--- src/rtl/ddfs_phase_accumulator.sv ---
// Prescaled DDFS phase accumulator with staged frequency-word updates.
// New parameters take effect only at a prescaler boundary to keep phase continuous.
module ddfs_phase_accumulator #(
   parameter int ACC_WIDTH = 10
) (
   input  logic                 clk,
   input  logic                 rst,
   input  logic                 en,
   input  logic [6:0]           fw,
   input  logic [2:0]           freq_control,
   input  logic                 update,
   output logic [ACC_WIDTH-1:0] phase,
   output logic                 tick,
   output logic                 wrap,
   output logic                 pending
);

   localparam int SW = ACC_WIDTH + 1;

   logic [6:0]           r_a_fw;
   logic [2:0]           r_a_fc;
   logic [6:0]           r_s_fw;
   logic [2:0]           r_s_fc;
   logic [19:0]          r_pc;
   logic [ACC_WIDTH-1:0] r_phase;
   logic                 r_tick;
   logic                 r_wrap;
   logic                 r_pend;

   logic [19:0]          w_last;
   logic                 w_tc;
   logic [SW-1:0]        w_sum;

   // Terminal count value N-1 for the active decade; code 7 aliases to /2
   always_comb begin
      w_last = 20'd1;
      unique case (r_a_fc)
         3'd1:    w_last = 20'd9;
         3'd2:    w_last = 20'd99;
         3'd3:    w_last = 20'd999;
         3'd4:    w_last = 20'd9999;
         3'd5:    w_last = 20'd99999;
         3'd6:    w_last = 20'd999999;
         default: w_last = 20'd1;
      endcase
   end

   assign w_tc  = en && (r_pc == w_last);
   assign w_sum = SW'(r_phase) + SW'(r_a_fw) + SW'(1);

   always_ff @(posedge clk or posedge rst) begin
      if (rst) begin
         r_a_fw  <= '0;
         r_a_fc  <= '0;
         r_s_fw  <= '0;
         r_s_fc  <= '0;
         r_pc    <= '0;
         r_phase <= '0;
         r_tick  <= 1'b0;
         r_wrap  <= 1'b0;
         r_pend  <= 1'b0;
      end else if (en) begin
         if (w_tc) begin
            r_pc    <= '0;
            r_phase <= w_sum[ACC_WIDTH-1:0];
            r_wrap  <= w_sum[ACC_WIDTH];
            r_tick  <= 1'b1;
            r_pend  <= 1'b0;
            // Advance above still uses the old step; new values govern the next period
            if (update) begin
               r_a_fw <= fw;
               r_a_fc <= freq_control;
            end else if (r_pend) begin
               r_a_fw <= r_s_fw;
               r_a_fc <= r_s_fc;
            end
         end else begin
            r_pc   <= r_pc + 20'd1;
            r_tick <= 1'b0;
            r_wrap <= 1'b0;
            if (update) begin
               r_s_fw <= fw;
               r_s_fc <= freq_control;
               r_pend <= 1'b1;
            end
         end
      end else begin
         r_tick <= 1'b0;
         r_wrap <= 1'b0;
         // Stopped: apply immediately and restart the prescaler period
         if (update || r_pend) begin
            r_pc   <= '0;
            r_pend <= 1'b0;
         end
         if (update) begin
            r_a_fw <= fw;
            r_a_fc <= freq_control;
         end else if (r_pend) begin
            r_a_fw <= r_s_fw;
            r_a_fc <= r_s_fc;
         end
      end
   end

   assign phase   = r_phase;
   assign tick    = r_tick;
   assign wrap    = r_wrap;
   assign pending = r_pend;

endmodule

--- config.mk ---
export PLATFORM = sky130hd
export DESIGN_NAME = ddfs_phase_accumulator
export DESIGN_NICKNAME = d
export VERILOG_FILES = /design/src/rtl/ddfs_phase_accumulator.sv
export SDC_FILE = /design/constraint.sdc
export NUM_CORES = 1
export LEC_CHECK = 0
export ABC_CLOCK_PERIOD_IN_PS = 5400
export CAP_MARGIN = 10
export CORE_MARGIN = 2
export CORE_UTILIZATION = 46
export CTS_BUF_LIST = sky130_fd_sc_hd__clkbuf_8
export DETAILED_ROUTE_END_ITERATION = 7
export HOLD_SLACK_MARGIN = 0.08
export PLACE_DENSITY = 0.66
export SLEW_MARGIN = 15
export SYNTH_ARGS = -nofsm -noshare
export SYNTH_HDL_FRONTEND = slang
export SYNTH_SLANG_ARGS = --single-unit
--- constraint.sdc ---
create_clock -name clk -period 5.4 [get_ports clk]
set_clock_uncertainty 0.1 [all_clocks]
set_input_delay 1.08 -clock clk [delete_from_list [all_inputs] [get_ports clk]]
set_output_delay 1.08 -clock clk [all_outputs]
set_load 0.005 [all_outputs]
==> qor.yml <==
run_status:
  outcome: "completed"
yosys:
  yosys.area_share.simple: 0.182
  syn_area_per_cell_sq_um: 9.69
  ys.flop_type: "dfrtp_1"
  syn_inst: 316
  synth_xor_area_frac: 0.0343
  synth_fa_ha_area_frac: 0.0392
  ys_seq_elements: 53
  synthArstFlopShare: 1.00
  yosysWarnings: 0
  synth_compound_area_frac: 0.188
  syn_nets: 339
  synth_top_family_by_area: "compound AO/OA/AOI/OAI gates"
  ys_types: 54
  muxShareOfSynthArea: 0.0678
  syn_area_sq_um: 3060
  synth-edff-count: 0
  yosysSeqAreaShare: 0.433
power:
  power_mw: 1.07
  leakagePower_nw: 1.53
  power_density_nw_per_um2: 314
  vdd.ir_drop.worst_mv: 0.182
detailed_routing:
  dr.pass1.iters: 4
  wl_per_cell_um: 15.9
  drt_wl_total_um: 6490
  drc: 0
  antenna_left: 0
  via_per_inst: 5.75
  num_vias: 2346
  drt_iter0_markers: 110
die:
  fp.dieW_um: 85.6
  die_area_sq_um: 7330
  io_pins: 27
  num_rows: 29
  start_util: 0.480
  core_sq_um: 6390
  fp.dieH_um: 85.6
clock_tree:
  ctsHoldBuffers: 0
  htreeDepth: 2
  cts_tree: "done"
  clock-sinks: 53
  clk_pin_slew_ps: 110
  cts_buffers: 5
  cts_buffer_depth: 2
  cts-root-buf: "clkbuf_8"
  cts_setup_buffers: 0
  cts_resized: 0
  insertion_delay_ps: 320
place:
  place.gp.congestion: 0.901
  dpl_cell_area_sq_um: 3320
  port_buffers: 26
  place_inst: 400
  place_hpwl_um: 4400
grt:
  grt-ovfl-total: 0
  grt_pass1_wl_um: 11200
  grt_pass1_vias: 2252
  antenna_found_initial: 0
  grt_max_degree: 54
  grt_use_total: 0.193
timing:
  tightest_slew_ps: 780
  rsz0062_at_grt: "no"
  finalSetupTns_ps: 0
  min_period_over_period: 0.528
  drv_slew: 0
  max_freq_ghz: 0.351
  post-route-min-period_ps: 2850
  slew_headroom: 0.479
  setup_viol: 0
  hold_viol_final: 0
finish:
  fill_cells: 583
  multi_input_area_sq_um: 1570
  layout.cells.non_filler: 408
  layout.area.seq_sq_um: 1330
  synthToLayoutAreaGrowth_pct: 11.5
  antenna_cells: 0
  fin_area_sq_um: 3410
  layout-drive-gt1-share: 0.0997
  nets: 353
critical_path:
  cp-start-kind: "flip-flop"
  ff2ff_setup_slack_ps: 2550
  required_ps: 5540
  criticalPathCategory: "reg2reg"
  crit_fanout: 33
  reg2reg_from: "r_a_fc[2]"
  crit_chain: "nor2b_1, and2_0, mux2_2, o2111a_2, a21boi_4, buf_4, o21ai_0, a31oi_1"
  startpoint: "r_a_fc[2]"
  max_stage_delay_ps: 580
  rr_worst_depth: 8
  worstSetupEndpointType: "flip-flop"
  slowest_stage: "dfrtp_1"
  arrival_ps: 2990
hold_path:
  hold_depth: 1
  holdCritPathClass: "reg2reg"
  worstHoldStart: "phase[9]"
flow_run:
  drv_cap: 0
## area by class of cell
cell class / instances / area share
tap: 77 / 0.0282
clock inverter: 3 / 0.00843
multi-input combinational: 229 / 0.459
sequential: 53 / 0.388
clock buffer: 5 / 0.0202
timing repair buffer: 29 / 0.0828
inverter: 12 / 0.0132
## logic make-up after synthesis
| family | count (synthesis) |
|---|---|
| simple gates | 105 |
| compound gates | 84 |
| flops | 53 |
| buf+inv | 34 |
| mux | 19 |
| xor+xnor | 12 |
| fa+ha+maj | 9 |
## synthesized netlist by cell type, types with 5 or more instances
cell type | count | area (sq um)
ha_1 | 8 | 100
o21ai_0 | 16 | 80.1
a22oi_1 | 8 | 60.1
a21o_1 | 11 | 82.6
buf_2 | 7 | 35.0
nor2_1 | 14 | 52.6
nand4_1 | 5 | 31.3
nand2b_1 | 6 | 37.5
mux2_2 | 14 | 158
nand3_1 | 13 | 65.1
mux2i_1 | 5 | 50.1
inv_1 | 12 | 45.0
clkbuf_1 | 7 | 26.3
nand2_1 | 30 | 113
nor2b_1 | 6 | 37.5
a31oi_1 | 12 | 75.1
nor3_1 | 5 | 25.0
o2bb2ai_1 | 8 | 70.1
a21oi_1 | 14 | 70.1
xor2_1 | 8 | 70.1
dfrtp_1 | 53 | 1330
## routing by layer
layer	share of wire	wire (um)	GRT usage	up-vias
li1	-	-	-	1162
met1	0.51	3290	0.283	1135
met2	0.45	2910	0.290	41
met4	0.014	92	0.0649	0
met3	0.031	201	0.0318	8
met5	0	0	0	-
## layout by cell type (no fill, tap or decap), drive strengths merged, types with 5 or more instances in the layout
| cell type | count |
|---|---|
| a21o | 11 |
| a21oi | 14 |
| a22oi | 8 |
| a31oi | 12 |
| clkbuf | 5 |
| clkdlybuf4s50 | 26 |
| dfrtp | 53 |
| ha | 8 |
| inv | 14 |
| mux2 | 14 |
| mux2i | 5 |
| nand2 | 31 |
| nand2b | 6 |
| nand3 | 14 |
| nand4 | 5 |
| nor2 | 14 |
| nor2b | 6 |
| nor3 | 6 |
| o21ai | 18 |
| o2bb2ai | 8 |
| xor2 | 8 |
## registers in the layout, summed over array words and instances, names as in the netlist
name,cells
r_s_fw,7
phase,10
tick,1
r_s_fc,3
r_a_fc,3
wrap,1
r_pc,20
pending,1
r_a_fw,7
## stage by stage
stage	setup slack, ps	hold WS, ps	util
global route	2340	431	0.535
finish	2550	405	0.535
detailed placement	2340	395	0.519
global placement	2320	378	0.519
floorplan	2930	356	-
CTS	2550	411	0.535
## critical path: cells and delay by family, from the launching register on
family                 cells  cell delay [ps]
AO/OA/AOI/OAI              4              960
flip-flops                 1              580
AND/OR/NAND/NOR            2              450
buffers and inverters      1              410
multiplexers               1              260
## final timing paths
kind                                  to
worst min register to register  phase[9]
min in group asynchronous       phase[9]
max in group asynchronous       r_pc[17]
worst max register to register  r_pc[16]
worst max-delay path            r_pc[16]
worst min-delay path            phase[9]
## power by group
part / switching, mW / internal, mW / total (mW)
registers: 0.0616 / 0.448 / 0.510
clock network: 0.151 / 0.0974 / 0.248
logic: 0.141 / 0.172 / 0.313
Note: power is estimated with default switching activity, not from simulation.
